--- config.mk ---
export PLATFORM = sky130hd
export DESIGN_NAME = icache_fill_ctrl
export DESIGN_NICKNAME = d
export VERILOG_FILES = /design/src/rtl/icache_fill_ctrl_pkg.sv /design/src/rtl/icache_fill_ctrl_line_asm.sv /design/src/rtl/icache_fill_ctrl.sv
export SDC_FILE = /design/constraint.sdc
export NUM_CORES = 1
export LEC_CHECK = 0
export ABC_AREA = 1
export CAP_MARGIN = 10
export CORE_MARGIN = 3
export CORE_UTILIZATION = 35
export DETAILED_ROUTE_END_ITERATION = 8
export PLACE_DENSITY_LB_ADDON = 0.12
export SYNTH_ARGS = -nofsm -noshare
export SYNTH_HDL_FRONTEND = slang
export SYNTH_SLANG_ARGS = --single-unit
--- constraint.sdc ---
create_clock -name clk -period 1.4 [get_ports clk]
set_input_delay 0.21 -clock clk [delete_from_list [all_inputs] [get_ports clk]]
set_output_delay 0.21 -clock clk [all_outputs]
set_load 0.03 [all_outputs]
--- src/rtl/icache_fill_ctrl_pkg.sv ---
// Shared definitions for the icache refill engine: line/address geometry and FSM encodings.
// Used by icache_fill_ctrl and icache_line_asm.
package icache_fill_ctrl_pkg;

  localparam int LINE_W  = 256;
  localparam int ADDR_W  = 15;
  localparam int TAG_HI  = 14;
  localparam int TAG_LO  = 8;
  localparam int IDX_HI  = 7;
  localparam int IDX_LO  = 5;
  localparam int OFS_HI  = 4;
  localparam int OFS_LO  = 0;
  localparam int OFS_W   = OFS_HI - OFS_LO + 1;
  localparam int LADDR_W = ADDR_W - OFS_W;

  typedef enum logic [2:0] {
    ST_IDLE  = 3'd0,
    ST_REQ   = 3'd1,
    ST_BEAT  = 3'd2,
    ST_WRITE = 3'd3,
    ST_DONE  = 3'd4
  } fill_state_t;

  // Line-aligned byte address from the {tag,index} line address.
  function automatic logic [ADDR_W-1:0] line_base(input logic [LADDR_W-1:0] laddr);
    return {laddr, {OFS_W{1'b0}}};
  endfunction

endpackage

--- src/rtl/icache_fill_ctrl_line_asm.sv ---
// Beat assembly registers for one cache line; each beat register is written
// when beat_we is high and beat_sel selects it.
module icache_line_asm
  import icache_fill_ctrl_pkg::*;
#(
  parameter int BEAT_W = 64,
  parameter int CNT_W  = 3
) (
  input  logic              clk,
  input  logic              rst,
  input  logic              beat_we,
  input  logic [CNT_W-1:0]  beat_sel,
  input  logic [BEAT_W-1:0] beat_data,
  output logic [LINE_W-1:0] line
);

  localparam int BEATS = LINE_W / BEAT_W;

  logic [BEATS-1:0][BEAT_W-1:0] beats;

  always_ff @(posedge clk or negedge rst) begin
    if (!rst) begin
      beats <= '0;
    end else begin
      for (int i = 0; i < BEATS; i++) begin
        if (beat_we && (beat_sel == CNT_W'(i))) begin
          beats[i] <= beat_data;
        end
      end
    end
  end

  assign line = beats;

endmodule

--- src/rtl/icache_fill_ctrl.sv ---
// Instruction cache refill engine: fetches a missed line in beats and writes it to the store.
// Optional `ICACHE_FILL_ERR_EN adds mem_err/fill_err and suppresses the store write on a bad line.
module icache_fill_ctrl
  import icache_fill_ctrl_pkg::*;
#(
  parameter int BEAT_W = 64
) (
  input  logic              clk,
  input  logic              rst,
  input  logic              fetch_req,
  input  logic [ADDR_W-1:0] fetch_addr,
  input  logic              hit,
  output logic              fill_busy,
  output logic              fill_done,
  output logic              mem_req,
  output logic [ADDR_W-1:0] mem_addr,
  input  logic              mem_ack,
  input  logic              mem_rdvld,
  input  logic [BEAT_W-1:0] mem_rdata,
`ifdef ICACHE_FILL_ERR_EN
  input  logic              mem_err,
  output logic              fill_err,
`endif
  output logic [ADDR_W-1:0] st_addr,
  output logic [LINE_W-1:0] st_wrdata,
  output logic              st_wrvld
);

  localparam int BEATS = LINE_W / BEAT_W;
  localparam int CNT_W = $clog2(BEATS + 1);

  fill_state_t          state;
  fill_state_t          state_nx;
  logic [CNT_W-1:0]     cnt;
  logic [LADDR_W-1:0]   line_addr;
  logic                 beat_we;
  logic                 last_beat;
  logic                 err_nx;
  logic                 unused_ofs;

  assign unused_ofs = ^fetch_addr[OFS_HI:OFS_LO];
  assign beat_we    = (state == ST_BEAT) && mem_rdvld;
  assign last_beat  = beat_we && (cnt == CNT_W'(BEATS - 1));

`ifdef ICACHE_FILL_ERR_EN
  logic err_flag;
  assign err_nx = (state == ST_IDLE) ? 1'b0 : (err_flag | (beat_we & mem_err));
`else
  assign err_nx = 1'b0;
`endif

  always_comb begin
    state_nx = state;
    unique case (state)
      ST_IDLE:  if (fetch_req && !hit) state_nx = ST_REQ;
      ST_REQ:   if (mem_ack) state_nx = ST_BEAT;
      ST_BEAT:  if (last_beat) state_nx = err_nx ? ST_DONE : ST_WRITE;
      ST_WRITE: state_nx = ST_DONE;
      ST_DONE:  state_nx = ST_IDLE;
      default:  state_nx = ST_IDLE;
    endcase
  end

  // Outputs are flopped from the next state so they line up with the state register.
  always_ff @(posedge clk or negedge rst) begin
    if (!rst) begin
      state     <= ST_IDLE;
      cnt       <= '0;
      line_addr <= '0;
      fill_busy <= 1'b0;
      mem_req   <= 1'b0;
      st_wrvld  <= 1'b0;
      fill_done <= 1'b0;
    end else begin
      state     <= state_nx;
      fill_busy <= (state_nx != ST_IDLE);
      mem_req   <= (state_nx == ST_REQ);
      st_wrvld  <= (state_nx == ST_WRITE);
      fill_done <= (state_nx == ST_DONE);
      if (state != ST_BEAT) begin
        cnt <= '0;
      end else if (mem_rdvld) begin
        cnt <= cnt + CNT_W'(1);
      end
      if ((state == ST_IDLE) && (state_nx == ST_REQ)) begin
        line_addr <= fetch_addr[ADDR_W-1:OFS_W];
      end else if (state_nx == ST_IDLE) begin
        line_addr <= '0;
      end
    end
  end

`ifdef ICACHE_FILL_ERR_EN
  always_ff @(posedge clk or negedge rst) begin
    if (!rst) begin
      err_flag <= 1'b0;
      fill_err <= 1'b0;
    end else begin
      err_flag <= err_nx;
      fill_err <= (state_nx == ST_DONE) && err_nx;
    end
  end
`endif

  assign mem_addr = line_base(line_addr);
  assign st_addr  = mem_addr;

  icache_line_asm #(
    .BEAT_W (BEAT_W),
    .CNT_W  (CNT_W)
  ) u_line_asm (
    .clk       (clk),
    .rst       (rst),
    .beat_we   (beat_we),
    .beat_sel  (cnt),
    .beat_data (mem_rdata),
    .line      (st_wrdata)
  );

endmodule

==> results of run 1 <==
==> final timing paths <==
check                                                 start                          endpoint  cells past startpoint
hold / removal                                          rst  u_line_asm.line[122]$_DFFE_PN0P_                      2
setup / recovery                         state[1]$_DFF_PN0_  u_line_asm.line[128]$_DFFE_PN0P_                      9
min in group clk                              fetch_addr[9]          line_addr[4]$_DFFE_PN0P_                      3
setup reg to reg                         state[1]$_DFF_PN0_  u_line_asm.line[128]$_DFFE_PN0P_                      9
hold reg to reg            u_line_asm.line[244]$_DFFE_PN0P_  u_line_asm.line[244]$_DFFE_PN0P_                      2
max in group asynchronous                               rst   u_line_asm.line[35]$_DFFE_PN0P_                      3
==> sequential cells by signal, indices dropped and copies added (netlist names) <==
signal,count
state,3
cnt,3
line_addr,10
fill_busy,1
st_wrvld,1
u_line_asm.line,256
fill_done,1
mem_req,1
==> metrics by stage <==
| stage | total power [mW] | utilization, % | std cells | setup WS, ns |
|---|---|---|---|---|
| after floorplan | 24.3 | - | 1012 | -0.00993 |
| after global placement | 33.3 | 49.4 | 1743 | -0.368 |
| after detailed placement | 33.5 | 49.4 | 1743 | -0.372 |
| after CTS | 38.7 | 49.9 | 1811 | -0.163 |
| after global routing | 43.3 | 56.1 | 1859 | -0.266 |
| final | 41.2 | 56.1 | 1859 | -0.174 |
==> cell usage in the layout, fill, tap and decap left out, types with 2 or more instances in the layout <==
cell / count
sky130_fd_sc_hd__clkbuf_4: 7
sky130_fd_sc_hd__nand2_1: 130
sky130_fd_sc_hd__clkbuf_16: 56
sky130_fd_sc_hd__nand2_4: 86
sky130_fd_sc_hd__nor2_1: 2
sky130_fd_sc_hd__nand2_2: 67
sky130_fd_sc_hd__buf_12: 33
sky130_fd_sc_hd__buf_2: 258
sky130_fd_sc_hd__nand4_1: 2
sky130_fd_sc_hd__o21ai_1: 78
sky130_fd_sc_hd__clkbuf_8: 8
sky130_fd_sc_hd__o21ai_0: 18
sky130_fd_sc_hd__clkbuf_1: 5
sky130_fd_sc_hd__nand3_4: 3
sky130_fd_sc_hd__inv_2: 5
sky130_fd_sc_hd__buf_16: 14
sky130_fd_sc_hd__bufinv_16: 4
sky130_fd_sc_hd__inv_1: 72
sky130_fd_sc_hd__dfrtp_1: 276
sky130_fd_sc_hd__conb_1: 10
sky130_fd_sc_hd__clkdlybuf4s50_1: 78
sky130_fd_sc_hd__o21ai_2: 162
sky130_fd_sc_hd__nand3_1: 13
sky130_fd_sc_hd__buf_4: 32
sky130_fd_sc_hd__buf_6: 19
sky130_fd_sc_hd__buf_8: 9
sky130_fd_sc_hd__ha_2: 3
sky130_fd_sc_hd__clkinv_2: 4
==> cells in the mapped netlist, types with 2 or more instances <==
| master | number |
|---|---|
| sky130_fd_sc_hd__dfrtp_1 | 276 |
| sky130_fd_sc_hd__o21ai_1 | 71 |
| sky130_fd_sc_hd__o21ai_0 | 66 |
| sky130_fd_sc_hd__buf_6 | 38 |
| sky130_fd_sc_hd__buf_4 | 22 |
| sky130_fd_sc_hd__nand2_1 | 282 |
| sky130_fd_sc_hd__buf_2 | 11 |
| sky130_fd_sc_hd__nand3_2 | 3 |
| sky130_fd_sc_hd__o21ai_2 | 121 |
| sky130_fd_sc_hd__ha_1 | 5 |
| sky130_fd_sc_hd__inv_1 | 76 |
| sky130_fd_sc_hd__nor2_1 | 2 |
| sky130_fd_sc_hd__nand3_1 | 13 |
| sky130_fd_sc_hd__nand4_1 | 2 |
| sky130_fd_sc_hd__clkbuf_1 | 7 |
==> power by group through the flow <==
stage,Sequential (mW),Clock (mW),Combinational [mW]
2_1_floorplan,19.8,0,4.50
5_1_grt,14.4,8.54,20.4
4_1_cts,13.2,8.20,17.3
3_3_place_gp,13.3,0,20.0
3_5_place_dp,13.4,0,20.1
6_report,13.9,8.01,19.2
==> final cells by class <==
class	instances	area, sq um	area share, %
flip-flops and latches	276	6910	40.1
clock inverters	8	140	0.814
diodes	1	2.50	0.0145
repair buffers	478	4450	25.8
well taps	396	495	2.88
clock buffers	42	855	4.96
inverters	78	293	1.70
multi-input cells	580	4080	23.7
==> cells by family after synthesis <==
group | share of synthesized area [%]
buffers and inverters | 8.86
and+or+nand+nor | 11.2
AOI/OAI and AO/OA | 16.1
other | 0.0344
DFF | 63.3
adders and majority gates | 0.573
==> routing by layer <==
layer	wire, um	GRT usage [%]	vias to the layer above
li1	-	-	4117
met1	15600	23.5	4293
met2	17700	28.9	289
met3	2790	4.94	46
met4	640	3.75	0
met5	0	0	-
==> what timing repair did <==
| item | 4_1_cts | 5_1_grt |
|---|---|---|
| endpoints found under the setup margin | 538 | 282 |
| gates cloned | 9 | 42 |
| pin swaps | 8 | 7 |
| setup buffers | 8 | 8 |
| gates resized for setup | 1443 | 309 |
| hold endpoints to repair | 268 | 0 |
| hold buffers | 1 | 0 |
==> results list, run 1 <==
- P per Cell Area: 2390 mW/mm^2
- Counting every instance in the synthesized netlist gives 1,003.
- The cell family contributing the most delay on the critical path is simple AND/OR/NAND/NOR gates.
* Setup slack on the worst flop-to-flop path: -0.17 ns
* Hold_ws: 0.170 ns
- For this block, the routed nets add up to 36,700 um of wire.
- Counting every sink on the clock net gives 276.
- Final std cell area, no fill: 0.0172 sq mm
* Standby leakage power: 8.83 nW
- The slowest stage of the critical path is the sky130_fd_sc_hd__dfrtp_1 cell.
- The critical path is of the flop to flop type.
- For this run, design rule violations remaining after detail routing come to 0.
- The first global-routing pass estimated 47,600 um of wire.
* Die Wd: 183 um
* Post-route worst setup slack: -0.174 ns
* CTS Buffer Depth: 3
- Fmax: 635 MHz
- Measured along the y axis, the die boundary spans 183 um.
- Global routing used 17.6% of the available tracks.
- Buffer cell driving the clock tree root: sky130_fd_sc_hd__clkbuf_16
- For this configuration, the core starts out at a cell density of 35.6%.
- Total of endpoints with negative setup slack in the final report: 266
* Number of rows created at floorplan: 64
- 375 I/O pins were placed.
* Number of global-route vias before repair: 8,170
- Worst hold path type: primary input to async pin
- Setup total negative slack on the finished layout was measured at -31.48 ns.
* Placeable core region: 0.0307 sq mm
- Dividing the detail-routed wire length by the instance count gives 19.8 um.
- The synthesized netlist occupies a cell area of 0.0109 sq mm.
- Portion of total power attributed to combinational logic: 46.7%
- The largest total area in the synthesized netlist belongs to sky130_fd_sc_hd__dfrtp_1.
- Post-synthesis sequential area ratio: 63.3%
* Number of distinct library cell variants in the gate-level netlist after synthesis: 23
* Max Transition Viols Final: 0
- Of all flip-flops after synthesis, the portion carrying an async set or reset was 100%.
- The detail route stage leaves a number of antenna-violating nets equal to 0.
- Run status: finished, violations left
- Number of search-and-repair iterations in the first detailed-routing pass: 4
- Syn-to-layout area delta: 57.8%
* Clock transition at the registers of the reported paths: 0.06 ns
- In the synthesized netlist the dominant register cell turns out to be sky130_fd_sc_hd__dfrtp_1.
- Synth area leaders: sky130_fd_sc_hd__dfrtp_1 63%, sky130_fd_sc_hd__o21ai_2 9.7%, sky130_fd_sc_hd__nand2_1 9.7%
- The die covers 0.0333 sq mm.
* Initial antenna violation count: 1
- Number of storage elements in the synthesis netlist: 276
- Switching Fraction: 43.9%
* Series of cell instances along the critical path: inv_2 > nor2_4 > nand2_4 > nor2_8 > nand3_4 > buf_12 > clkbuf_16 > nand2_2 > o21ai_1
* Part of the power in the clock network: 19.5%
- Maximum Capacitance Violations: 0
- Residual overflow from global routing: 0
- Routability-driven placement finished with a final weighted congestion of 0.744.
- STA classifies the critical path startpoint as a flop.
- CTS built an H-tree with a depth of 1.
- The wire-length estimate of the detail-placed layout is 20,800 um.
- Clock latency on the worst-skew pair, taken at its later pin, is 0.54 ns.
- The worst-case IR drop observed on VDD is 1560 uV.
* Number of nets at the end of the flow: 1,533
- Delay contributed by the slowest stage of the critical path: 0.35 ns
- TritonCTS clock tree: built
* Setup repair after global routing missed its margin: true
- The first routing iteration left 459 violations.
- Arrival time of the worst setup path: 1.99 ns
- In this run, CTS created clock tree buffers numbering 29.
- Largest net degree at the start of global routing: 53
- Violated checks: negative setup slack
* Share of the cycle needed by the critical path after routing: 112%
- Summing over every cut layer, the via total after detailed routing is 8,745.
- Each instance of the synthesized netlist takes up on average 10.9 sq um.
- Power dissipated by switching net loads: 18.1 mW
* Bufs and invs on worst path: 3
* Clock Skew: 0.0184 ns
- Fillers: 2,691
- Count of final hold-check violations: 0
- In this run the worst path has a maximum fanout of 7.
- Count of input and output buffers: 359
- Required time at the worst-slack endpoint: 1.81 ns
* DR vias/cell: 4.70
* Endpoint class of the critical path: flop
- Of the cells placed in the final design, the portion with a size suffix greater than 1 is 52.9%.
- Cell internal power was estimated by the tool at 23.1 mW.
* Area share of the largest cell type after synthesis: 63.3%
* Number of warnings reported in the yosys synthesis log: 0
* Min cycle time layout: 1.57 ns
- The synthesized design contains 0 enable-type register cells.
* Relative contribution of sequential cells to total power: 33.8%
- Summing all placed instances gives a cell area of 0.0151 sq mm.
Power figures use the tool's default switching activity.
==> inputs of run 2 (changes only) <==
--- a/config.mk
+++ b/config.mk
@@ -10,7 +10,7 @@
 export CORE_MARGIN = 3
 export CORE_UTILIZATION = 35
 export DETAILED_ROUTE_END_ITERATION = 8
-export PLACE_DENSITY_LB_ADDON = 0.12
+export PLACE_DENSITY = 0.71
 export SYNTH_ARGS = -nofsm -noshare
 export SYNTH_HDL_FRONTEND = slang
 export SYNTH_SLANG_ARGS = --single-unit
==> results list, run 2 (synthesized netlist as in run 1, its figures left out) <==
- The clock period minus final worst setup slack came to 1.62 ns (+0.0460 ns).
- The die width came to 183 um (unchanged).
- Power, Total: 40.3 mW (-2.1%)
* Placeable core region: 0.0307 sq mm (unchanged)
* Setup repair after global routing missed its margin: true
* Wire length of the first global-routing pass: 50,100 um (+5.3%)
- Fillers: 2,677 (-0.52%)
- Routed wire length per instance: 20.2 um (+2.3%)
* Initial DRC Count: 498 (+8.5%)
- The maximum net fanout on the critical path came to 8 (+1).
* Top-level I/O count: 375 (unchanged)
- Total of endpoints with negative setup slack in the final report: 274 (+3.0%)
- The number of buffers created by CTS is 29 (unchanged).
- The count of maximum capacitance violations was 0 (unchanged).
- The worst setup path is captured at a flop.
* Critical path launch point type: flop
- Sink Count: 276 (unchanged)
* Syn-to-layout area delta: 51.0%
- Number of nets at the end of the flow: 1,496 (-2.4%)
* Number of search-and-repair iterations in the first detailed-routing pass: 5 (+1)
* Half-perimeter wire length after placement: 20,700 um (-0.10%)
* Number of rows created at floorplan: 64 (unchanged)
- The deepest clock path buffer count came to 3 (unchanged).
* Wire length after detailed routing: 36,900 um (+0.37%)
- The share of the core filled with cells in the final layout was 53.7% (-2.4 points).
- The final setup skew is 0.0169 ns (-0.00152 ns).
- Clock transition at the registers of the reported paths: 0.06 ns (about the same)
- The proportion of layout cells with a drive suffix above 1 is 50.4% (-2.5 points).
- The via count of the routed design came to 8,884 (+1.6%).
* Die footprint: 0.0333 sq mm (unchanged)
- Worst hold path type: primary input to async pin
- Worst vdd ir: 1280 uV (-18%)
- Required time at the worst-slack endpoint: 1.82 ns (about the same)
* Leading cell types in the layout, fill and taps excluded: 276 x sky130_fd_sc_hd__dfrtp_1, 266 x sky130_fd_sc_hd__buf_2, 155 x sky130_fd_sc_hd__o21ai_2
* Detail Route Antenna Nets: 0 (unchanged)
* Max H-tree Level: 1 (unchanged)
- The worst setup path is of the flop to flop kind.
* P per Cell Area: 2450 mW/mm^2 (+2.4%)
* Fmax: 617 MHz (-2.8%)
- The count of buffers inserted at the top-level ports was 359 (unchanged).
* Number of global-route vias before repair: 8,471 (+3.7%)
* Count of final hold-check violations: 0 (unchanged)
- Combined global-route utilization of all metal layers: 18.6% (+1.0 points)
- Clock latency reported for the late side of the worst-skew pair: 0.55 ns (about the same)
- Most common cell after layout, fill and taps aside: sky130_fd_sc_hd__dfrtp_1
- Max Transition Viols Final: 0 (unchanged)
* DRC errors left: 0 (unchanged)
- Violated checks: negative setup slack
- The number of diodes came to 0 (-1).
- The worst path arrival time is 2.04 ns (+0.05 ns).
* Routability congestion estimate from global placement: 0.788 (+5.9%)
- The number of antenna violations at the first check in global routing was 0 (-1).
- The total negative slack came to -27.07 ns (+4.41 ns).
- The mean number of vias per cell was 4.87 (+3.5%).
- TritonCTS built the clock tree.
- The flip-flop count of the largest register, all copies and words added came to 256 (unchanged).
- Post-route worst setup slack: -0.220 ns (-0.0460 ns)
- Height of the die: 183 um (unchanged)
- The run finished, with violations left.
* Standby leakage power: 8.44 nW (-4.3%)
- The worst setup timing slack at the placement stage came to -0.307 ns (+0.0648 ns).
- The overflow left after global routing is 0 (unchanged).
* Buffer cell driving the clock tree root: sky130_fd_sc_hd__clkbuf_16
- Largest net degree at the start of global routing: 81 (+53%)
- Share of the cycle needed by the critical path after routing: 116% (+3.3 points)
- The starting density of the core is 35.6% (unchanged).
## run 2: cell count changes in the layout (fill, tap and decap cells not counted), sizes merged
cell	previous run	this run
diode	1	0
bufinv	4	2
inv	77	78
clkinv	5	8
clkbuf	76	62
buf	365	343
## run 2: per-stage QoR
stage               instances  instance area [sq um]  hold slack (ns)
floorplan                1012                  11000          -0.0856
global placement         1720                  14900           0.0694
detailed placement       1720                  14900           0.0727
CTS                      1792                  15000           0.0738
global route             1824                  16500            0.112
finish                   1824                  16500            0.109
## run 2: worst paths after layout
| check | from | to | slack [ns] | cells after the start |
|---|---|---|---|---|
| max reg2reg | state[0]$_DFF_PN0_ | u_line_asm.line[47]$_DFFE_PN0P_ | -0.22 | 9 |
| min | rst | u_line_asm.line[167]$_DFFE_PN0P_ | 0.11 | 2 |
| min in group clk | fetch_addr[7] | line_addr[2]$_DFFE_PN0P_ | 0.21 | 3 |
| max in group asynchronous | rst | u_line_asm.line[68]$_DFFE_PN0P_ | 0.64 | 3 |
| max | state[0]$_DFF_PN0_ | u_line_asm.line[47]$_DFFE_PN0P_ | -0.22 | 9 |
| min reg2reg | u_line_asm.line[11]$_DFFE_PN0P_ | u_line_asm.line[11]$_DFFE_PN0P_ | 0.47 | 2 |
## run 2: metal layers
| metal | vias to the layer above | share of wire (%) | global-route usage [%] | wire [um] |
|---|---|---|---|---|
| li1 | 4039 | - | - | - |
| met3 | 61 | 6.4 | 4.39 | 2360 |
| met4 | 0 | 3.0 | 4.81 | 1090 |
| met5 | - | 0 | 0 | 0 |
| met2 | 301 | 48 | 31.2 | 17700 |
| met1 | 4483 | 43 | 24.5 | 15700 |
## run 2: power breakdown
part           leakage (nW)  total, mW  switching (mW)  internal, mW
combinational          4.38       18.7            12.3          6.39
clock                 0.464       7.60            3.15          4.44
sequential             3.60       14.0            2.67          11.3
## run 2: timing repair
| action | 4_1_cts | 5_1_grt |
|---|---|---|
| gates cloned | 9 | 29 |
| setup buffers | 9 | 8 |
| hold endpoints to repair | 276 | 0 |
| setup endpoints to repair | 538 | 281 |
| pin swaps | 1 | 7 |
| resized for setup | 1389 | 304 |
| hold buffers | 1 | 0 |
## run 2: critical path: stages (launching register included)
cell and delay (ns):
sky130_fd_sc_hd__dfrtp_1 0.39, sky130_fd_sc_hd__inv_1 0.16, sky130_fd_sc_hd__nand2_4 0.09, sky130_fd_sc_hd__nor2_8 0.12, sky130_fd_sc_hd__buf_12 0.12, sky130_fd_sc_hd__nand3_4 0.10
sky130_fd_sc_hd__buf_12 0.17, sky130_fd_sc_hd__clkbuf_16 0.19, sky130_fd_sc_hd__nand2_2 0.09, sky130_fd_sc_hd__o21ai_2 0.06
## run 2: cell type report
cell class | count | area, sq um | area share (%)
sequential | 276 | 6910 | 41.9
inverter | 78 | 293 | 1.78
clock inverter | 10 | 104 | 0.631
tap | 396 | 495 | 3.01
timing repair buffer | 441 | 3800 | 23.1
multi-input combinational | 580 | 4040 | 24.5
clock buffer | 43 | 828 | 5.03
==> inputs of run 3 (changes only) <==
--- a/config.mk
+++ b/config.mk
@@ -11,6 +11,7 @@
 export CORE_UTILIZATION = 35
 export DETAILED_ROUTE_END_ITERATION = 8
 export PLACE_DENSITY = 0.71
+export SKIP_CTS_REPAIR_TIMING = 1
 export SYNTH_ARGS = -nofsm -noshare
 export SYNTH_HDL_FRONTEND = slang
 export SYNTH_SLANG_ARGS = --single-unit
==> results list, run 3 (synthesized netlist as in run 1, its figures left out) <==
* Biggest fanout along the worst timing path: 15 (+7)
- Wire length of the first global-routing pass: 46,500 um (-7.3%)
- The worst setup path is of the flop to flop kind.
- The cell sitting at the root of the clock tree is a sky130_fd_sc_hd__clkbuf_16.
- Syn-to-layout area delta: 36.9%
* Violated checks: negative setup slack
* Part of the power in the clock network: 19.7% (+0.9 points)
- The fraction of the cycle the final worst path needs came to 111% (-4.9 points).
- Number of nets at the end of the flow: 1,461 (-2.3%)
* Total of endpoints with negative setup slack in the final report: 263 (-4.0%)
* Max H-tree Level: 1 (unchanged)
- The flip-flop count of the largest register, all copies and words added is 256 (unchanged).
* Combined global-route utilization of all metal layers: 17.0% (-1.6 points)
* Antenna Diode Count: 0 (unchanged)
- Via count: 8,339 (-6.1%)
- Fraction of final layout cells sized beyond drive strength 1: 38.5% (-12 points)
- The area of the die was 0.0333 sq mm (unchanged).
- The number of nets still failing antenna checks after routing was 0 (unchanged).
* Setup repair after global routing missed its margin: true
* Most common cell after layout, fill and taps aside: sky130_fd_sc_hd__dfrtp_1
- The total negative slack is -18.23 ns (+8.84 ns).
- Starting density of the core: 35.6% (unchanged)
* Min cycle time layout: 1.55 ns (-0.0684 ns)
* Total CTS buffers: 29 (unchanged)
- Count of input and output buffers: 359 (unchanged)
- Wire length after detailed routing: 31,600 um (-14%)
* Series of cell instances along the critical path: buf_4 > inv_1 > ha_2 > nand3_4 > buf_12 > clkbuf_16 > nand2_1 > o21ai_2
- Switching Fraction: 44.8% (-0.26 points)
* Routability congestion estimate from global placement: 0.788 (unchanged)
- The slowest stage of the critical path belongs to the cell sky130_fd_sc_hd__dfrtp_1.
- The worst hold path belongs to the class primary input to async pin.
- Top-level I/O count: 375 (unchanged)
- Number of global-route vias before repair: 8,203 (-3.2%)
- Largest net degree at the start of global routing: 81 (unchanged)
* Placeable core region: 0.0307 sq mm (unchanged)
- The deepest clock path buffer count is 3 (unchanged).
- The final setup skew came to 0.0164 ns (-0.000439 ns).
* Register-to-Register Path Depth: 8 (-1)
- The die width is 183 um (unchanged).
* Run status: finished, violations left
* Arrival time of the worst setup path: 1.97 ns (-0.07 ns)
- The mean number of vias per cell is 4.66 (-4.3%).
* TritonCTS clock tree: built
- Residual overflow from global routing: 0 (unchanged)
- Standby leakage power: 7.80 nW (-7.6%)
- The portion of total power attributed to combinational logic was 45.2% (-1.2 points).
- The max-slew violation total from the final report was 0 (unchanged).
* Clock latency reported for the late side of the worst-skew pair: 0.55 ns (about the same)
- The data required time at the worst endpoint was 1.82 ns (about the same).
- Cell internal power dissipation: 21.1 mW (-4.8%)
- The worst setup timing slack at the placement stage came to -0.307 ns (unchanged).
- The number of iterations in the first detailed-routing pass came to 4 (-1).
- Maximum Capacitance Violations: 0 (unchanged)
- Power, Total: 38.2 mW (-5.3%)
- Routed wire length per instance: 17.7 um (-13%)
* Clock transition at the registers of the reported paths: 0.06 ns (about the same)
- Destination of the worst register-to-register timing path: u_line_asm.line[47]$_DFFE_PN0P_
- The HPWL after detailed placement was 20,700 um (unchanged).
- Worst vdd ir: 1270 uV (-0.91%)
- Height of the die: 183 um (unchanged)
- Leading cell types in the layout, fill and taps excluded: 276 x sky130_fd_sc_hd__dfrtp_1, 254 x sky130_fd_sc_hd__nand2_1, 252 x sky130_fd_sc_hd__clkbuf_2
- P per Cell Area: 2560 mW/mm^2 (+4.4%)
- Setup slack on the worst flop-to-flop path: -0.15 ns (+0.07 ns)
- Post-route worst setup slack: -0.152 ns (+0.0684 ns)
* Endpoint class of the critical path: flop
- Power dissipated by switching net loads: 17.1 mW (-5.8%)
* Count of final hold-check violations: 0 (unchanged)
- Sink Count: 276 (unchanged)
- The number of remaining DRC errors is 0 (unchanged).
* Initial antenna violation count: 0 (unchanged)
* Initial DRC Count: 400 (-20%)
- Critical path launch point type: flop
- In this run the worst setup path begins at cnt[1]$_DFFE_PN0P_.
- Number of rows created at floorplan: 64 (unchanged)
- R2r startpoint: cnt[1]$_DFFE_PN0P_
- The proportion of power drawn by flip-flops and latches is 35.1% (+0.3 points).
- Delay contributed by the slowest stage of the critical path: 0.39 ns (about the same)
* Fmax: 644 MHz (+4.4%)
run 3: metal layers:
layer  up-vias  global-route usage [%]  routed length, um
li1       3947                       -                  -
met4         0                    4.33                730
met3        42                    4.46               2220
met1      4095                    21.8              13200
met5         -                       0                  0
met2       255                    28.7              15500
run 3: power by group through the flow:
stage / sequential, mW / combinational (mW) / clock [mW]
2_1_floorplan: 19.8 / 4.50 / 0
3_3_place_gp: 13.4 / 19.8 / 0
3_5_place_dp: 13.4 / 20.1 / 0
4_1_cts: 13.4 / 20.1 / 7.74
5_1_grt: 13.9 / 18.4 / 8.03
6_report: 13.4 / 17.2 / 7.54
run 3: worst max path at each step:
stage	endpoint	cells after the start
global route	u_line_asm.line[198]$_DFFE_PN0P_	8
CTS	st_wrdata[36]	1
detailed placement	u_line_asm.line[103]$_DFFE_PN0P_	7
global placement	u_line_asm.line[105]$_DFFE_PN0P_	7
floorplan	u_line_asm.line[247]$_DFFE_PN0P_	7
finish	u_line_asm.line[47]$_DFFE_PN0P_	8
run 3: area by class of cell:
class	count	area, sq um
fill	2868	15700
sequential	276	6910
multi-input combinational	580	3210
timing repair buffer	406	3100
clock buffer	43	828
tap	396	495
inverter	78	293
clock inverter	10	104
run 3: through the flow:
step                      util [%]  hold slack [ns]  instances  area, sq um
after global routing          48.7           0.0986       1789        14900
after floorplan                  -          -0.0856       1012        11000
after CTS                     51.5           -0.519       1773        15800
after global placement        48.5           0.0694       1720        14900
after detailed placement      48.5           0.0727       1720        14900
final                         48.7            0.104       1789        14900
run 3: critical path: cells and delay by family, from the launching register on:
kind / cells / cell delay (ns)
simple gates: 2 / 0.21
fa+ha+maj: 1 / 0.21
compound gates: 1 / 0.05
buf+inv: 4 / 0.58
flops: 1 / 0.39
